`config.mk`:
```
export PLATFORM = sky130hd
export DESIGN_NAME = bcd_seq_converter
export DESIGN_NICKNAME = d
export VERILOG_FILES = /design/src/rtl/bcd_pkg.sv /design/src/rtl/bcd_add3_cell.sv /design/src/rtl/bcd_seq_converter.sv
export SDC_FILE = /design/constraint.sdc
export NUM_CORES = 1
export LEC_CHECK = 0
export ABC_CLOCK_PERIOD_IN_PS = 2000
export CAP_MARGIN = 20
export CORE_ASPECT_RATIO = 0.9
export CORE_MARGIN = 2
export CORE_UTILIZATION = 54
export DETAILED_ROUTE_END_ITERATION = 10
export PLACE_DENSITY = 0.79
export SETUP_SLACK_MARGIN = 0.05
export SKIP_LAST_GASP = 1
export SYNTH_ARGS = -nofsm -noshare
export SYNTH_HDL_FRONTEND = slang
export SYNTH_HIERARCHICAL = 1
export SYNTH_SLANG_ARGS = --single-unit
```
`constraint.sdc`:
```
create_clock -name clk -period 2 [get_ports clk]
set_clock_uncertainty 0.05 [all_clocks]
set_input_delay 0.3 -clock clk [delete_from_list [all_inputs] [get_ports clk]]
set_output_delay 0.3 -clock clk [all_outputs]
set_load 0.03 [all_outputs]
```
`src/rtl/bcd_pkg.sv`:
```
// Shared types and helpers for the iterative binary-to-BCD converter.
package bcd_pkg;

  typedef enum logic [1:0] {IDLE, SHIFT, DONE} state_t;

  function automatic logic [3:0] bcd_add3(input logic [3:0] d);
    return (d >= 4'd5) ? d + 4'd3 : d;
  endfunction

  // 2^W-1 has as many decimal digits as 2^W (no power of two is a power of ten).
  function automatic int bcd_digits_needed(input int width);
    return (width * 30103) / 100000 + 1;
  endfunction

endpackage

```
`src/rtl/bcd_add3_cell.sv`:
```
// Per-digit double-dabble correction: add 3 to a BCD field holding 5 or more.
module bcd_add3_cell
  import bcd_pkg::*;
(
  input  logic [3:0] din,
  output logic [3:0] dout
);

  assign dout = bcd_add3(din);

endmodule

```
`src/rtl/bcd_seq_converter.sv`:
```
// Multi-cycle binary-to-BCD converter, one double-dabble shift per clock,
// with valid/ready on both sides and leading-zero blanking for the display.
module bcd_seq_converter
  import bcd_pkg::*;
#(
  parameter int WIDTH  = 8,
  parameter int DIGITS = 3
) (
  input  logic                  clk,
  input  logic                  rst,
  input  logic                  in_valid,
  output logic                  in_ready,
  input  logic [WIDTH-1:0]      number,
  output logic                  out_valid,
  input  logic                  out_ready,
  output logic [4*DIGITS-1:0]   digits,
  output logic [DIGITS-1:0]     blank
);

  localparam int WW = 4 * DIGITS + WIDTH;
  localparam int CW = $clog2(WIDTH + 1);

  if (WIDTH < 1) begin : g_bad_width
    $error("bcd_seq_converter: WIDTH must be at least 1");
  end
  if (DIGITS < bcd_digits_needed(WIDTH)) begin : g_bad_digits
    $error("bcd_seq_converter: DIGITS too small to hold 2^WIDTH-1");
  end

  state_t          state;
  logic [CW-1:0]   cnt;
  logic [WW-1:0]   work;
  logic [WW-1:0]   work_adj;
  logic [WW-1:0]   work_next;
  logic            higher_zero;

  // All digit fields are corrected in parallel from the pre-shift value.
  assign work_adj[WIDTH-1:0] = work[WIDTH-1:0];
  for (genvar k = 0; k < DIGITS; k++) begin : g_cell
    bcd_add3_cell u_cell (
      .din  (work[WIDTH+4*k +: 4]),
      .dout (work_adj[WIDTH+4*k +: 4])
    );
  end

  assign work_next = work_adj << 1;

  always_ff @(posedge clk or posedge rst) begin
    if (rst) begin
      state     <= IDLE;
      cnt       <= '0;
      work      <= '0;
      digits    <= '0;
      in_ready  <= 1'b1;
      out_valid <= 1'b0;
    end else begin
      case (state)
        IDLE: begin
          if (in_valid) begin
            work     <= {{(4*DIGITS){1'b0}}, number};
            cnt      <= CW'(WIDTH);
            in_ready <= 1'b0;
            state    <= SHIFT;
          end
        end
        SHIFT: begin
          work <= work_next;
          cnt  <= cnt - CW'(1);
          if (cnt == CW'(1)) begin
            digits    <= work_next[WW-1 -: 4*DIGITS];
            out_valid <= 1'b1;
            state     <= DONE;
          end
        end
        DONE: begin
          if (out_ready) begin
            out_valid <= 1'b0;
            in_ready  <= 1'b1;
            state     <= IDLE;
          end
        end
        default: begin
          in_ready  <= 1'b1;
          out_valid <= 1'b0;
          state     <= IDLE;
        end
      endcase
    end
  end

  // A digit is blanked only if it and every digit above it are zero; ones never blank.
  always_comb begin
    blank       = '0;
    higher_zero = 1'b1;
    for (int k = DIGITS - 1; k >= 1; k--) begin
      higher_zero = higher_zero & (digits[4*k +: 4] == 4'd0);
      blank[k]    = higher_zero;
    end
  end

endmodule
```
==> summary.txt <==
Run status
  • Outcome: complete, no violations

Hold path
  • HP Class: in2async

Power
  • Sw Share: 40.9%
  • Leakage: 1.14 nW
  • Clock share of power: 11.9%
  • Total power draw: 4.18 mW
  • Cell area power density: 1710 nW/µm²
  • Combinational Power Share: 52.7%
  • Int Pwr: 2.47 mW
  • Seq pwr share: 35.4%
  • VDD IR max: 873 µV
  • Switching pwr: 1.71 mW

Floorplanning
  • Die area: 4260 µm²
  • Chip height: 62.1 µm
  • Die boundary width: 68.6 µm
  • FP Rows: 21
  • Initial Utilization: 55.5%
  • # IOs: 29
  • Core area: 3650 µm²

Route
  • Vias per cell: 5.57
  • Vias: 1477
  • Routed WL per cell: 15.0 µm
  • DRT Pass-1 Iters: 4
  • Violation count after the first detailed-route iteration: 61
  • Routed WL: 3980 µm
  • Detail Route Antenna Nets: 0
  • DRC Markers: 0

Timing
  • Fin crit period: 1.84 ns
  • Final Max Tran Viols: 0
  • Setup WS post-layout: 0.163 ns
  • Maximum achievable frequency: 544 MHz
  • Setup_tns: 0 ns
  • RSZ-0062 raised after global routing: false
  • Final setup fails: 0
  • Tcrit/Tclk final: 91.9%
  • Final hold violation count: 0

Worst setup path
  • Worst-path cell chain: clkdlybuf4s50_1
  • Slowest library cell on the worst path: clkdlybuf4s50_1
  • Critical Path Start Type: register
  • Crit path max fanout: 3
  • Setup crit end kind: output pin
  • Buffers & Inverters on Critical Path: 1
  • CP delay by family, top: buffers and inverters
  • Kind of critical path: reg2out
  • Largest stage delay on the critical path: 0.67 ns
  • WP data required: 1.65 ns
  • Arrival @ worst endpoint: 1.49 ns

Placed design
  • Detailed placement HPWL: 2860 µm
  • # port buffers: 27
  • Post-Place Cells: 257
  • Placer's final routability congestion estimate: 0.746
  • Worst slack at placement: 0.111 ns

Clock network
  • Postcts setup bufs: 0
  • TritonCTS clock tree: done
  • CTS buffer count: 5
  • Max clock buf depth: 2
  • Clock Latency Late Sink: 0.28 ns
  • CTS root buf: clkbuf_8
  • CTS Sinks: 40
  • CTS clock-pin slew for the worst setup and hold paths: 0.07 ns
  • H-tree Lvls: 2

GRT
  • GR Util All Layers: 21.5%
  • Vias in the first global route: 1571
  • Congestion Overflow GR: 0
  • First-pass GRT wire length: 7000 µm
  • Largest net degree at the start of global routing: 41
  • Initial antenna violation count: 0

Run
  • Max_cap viols: 0

Cells and area
  • Diode count: 0
  • Final Util: 66.7%
  • Nets: 238
  • Synth-to-layout area growth: 20.2%
  • Layout cells sized above 1: 16.4%
  • Post-route non-filler standard cell count: 265

Synth
  • Synth Warn #: 6
  • Post-Syn Area: 2030 µm²
  • Cells after Synth: 186
  • Mean Syn Cell Area: 10.9 µm²
  • Mapped Nets: 206
tightest hold or removal path, stage by stage:
cell	delay, ns
clkdlybuf4s50_1	0.40
inv_1	0.05
buf_4	0.42
power by group through the flow:
stage / Combinational (mW) / Sequential (mW) / Clock [mW]
floorplan: 1.34 / 1.68 / 0
global placement: 2.12 / 1.45 / 0
detailed placement: 2.22 / 1.49 / 0
CTS: 2.22 / 1.48 / 0.513
global route: 2.41 / 1.52 / 0.555
finish: 2.20 / 1.48 / 0.498
per-stage QoR:
| step | area [µm²] | hold WS, ns |
|---|---|---|
| finish | 2440 | 0.405 |
| global route | 2440 | 0.449 |
| CTS | 2440 | 0.425 |
| detailed placement | 2360 | 0.444 |
| global placement | 2360 | 0.435 |
| floorplan | 2030 | 0.415 |
state kept, by name, indices dropped and copies added (netlist names):
name and cells:
in_ready 1, state 2, cnt 4, out_valid 1, work 20, digits 12
cell type report:
| type | instances | area, µm² |
|---|---|---|
| clock buffers | 7 | 76.3 |
| clock inverters | 1 | 5.00 |
| fillers | 273 | 1210 |
| inverters | 9 | 33.8 |
| multi-input cells | 127 | 938 |
| flip-flops and latches | 40 | 1000 |
| well taps | 46 | 57.6 |
| repair buffers | 35 | 324 |
metal layers:
metal | wire length (µm) | global-route usage, %
met3 | 149 | 4.89
met4 | 37 | 7.75
met2 | 2100 | 36.2
met5 | 0 | 0
met1 | 1700 | 26.2
cell usage in the layout (no fill, tap or decap), types with 2 or more instances in the layout:
cell and count:
clkbuf_1 2, clkdlybuf4s50_1 25, ha_1 8, buf_4 8, nor2b_1 10, inv_1 9, nand2_1 17, xnor2_1 3
a21oi_1 10, mux2_2 4, nand2b_1 6, nor2_1 8, dfrtp_1 39, clkbuf_8 5, a22o_1 13, o21ai_0 13
a22oi_1 7, mux2i_1 3, a21oi_2 3, mux2_4 9, o21ai_1 2
worst paths after layout:
| kind | slack [ns] | startpoint | cells past startpoint | to |
|---|---|---|---|---|
| hold / removal | 0.40 | rst | 3 | digits[3] |
| min in group clk | 0.46 | work[17] | 1 | work[17] |
| max in group asynchronous | 1.13 | rst | 3 | in_ready |
| setup / recovery | 0.16 | in_ready | 1 | in_ready |
| hold reg to reg | 0.46 | work[17] | 1 | work[17] |
| setup reg to reg | 0.25 | cnt[1] | 5 | digits[10] |
repair_timing:
item,in CTS,in global routing
hold endpoints to repair,0,0
hold buffers,0,0
gates resized for setup,2,2
setup endpoints to repair,2,1
pin swaps,0,0
(Power assumes the default switching activity.)
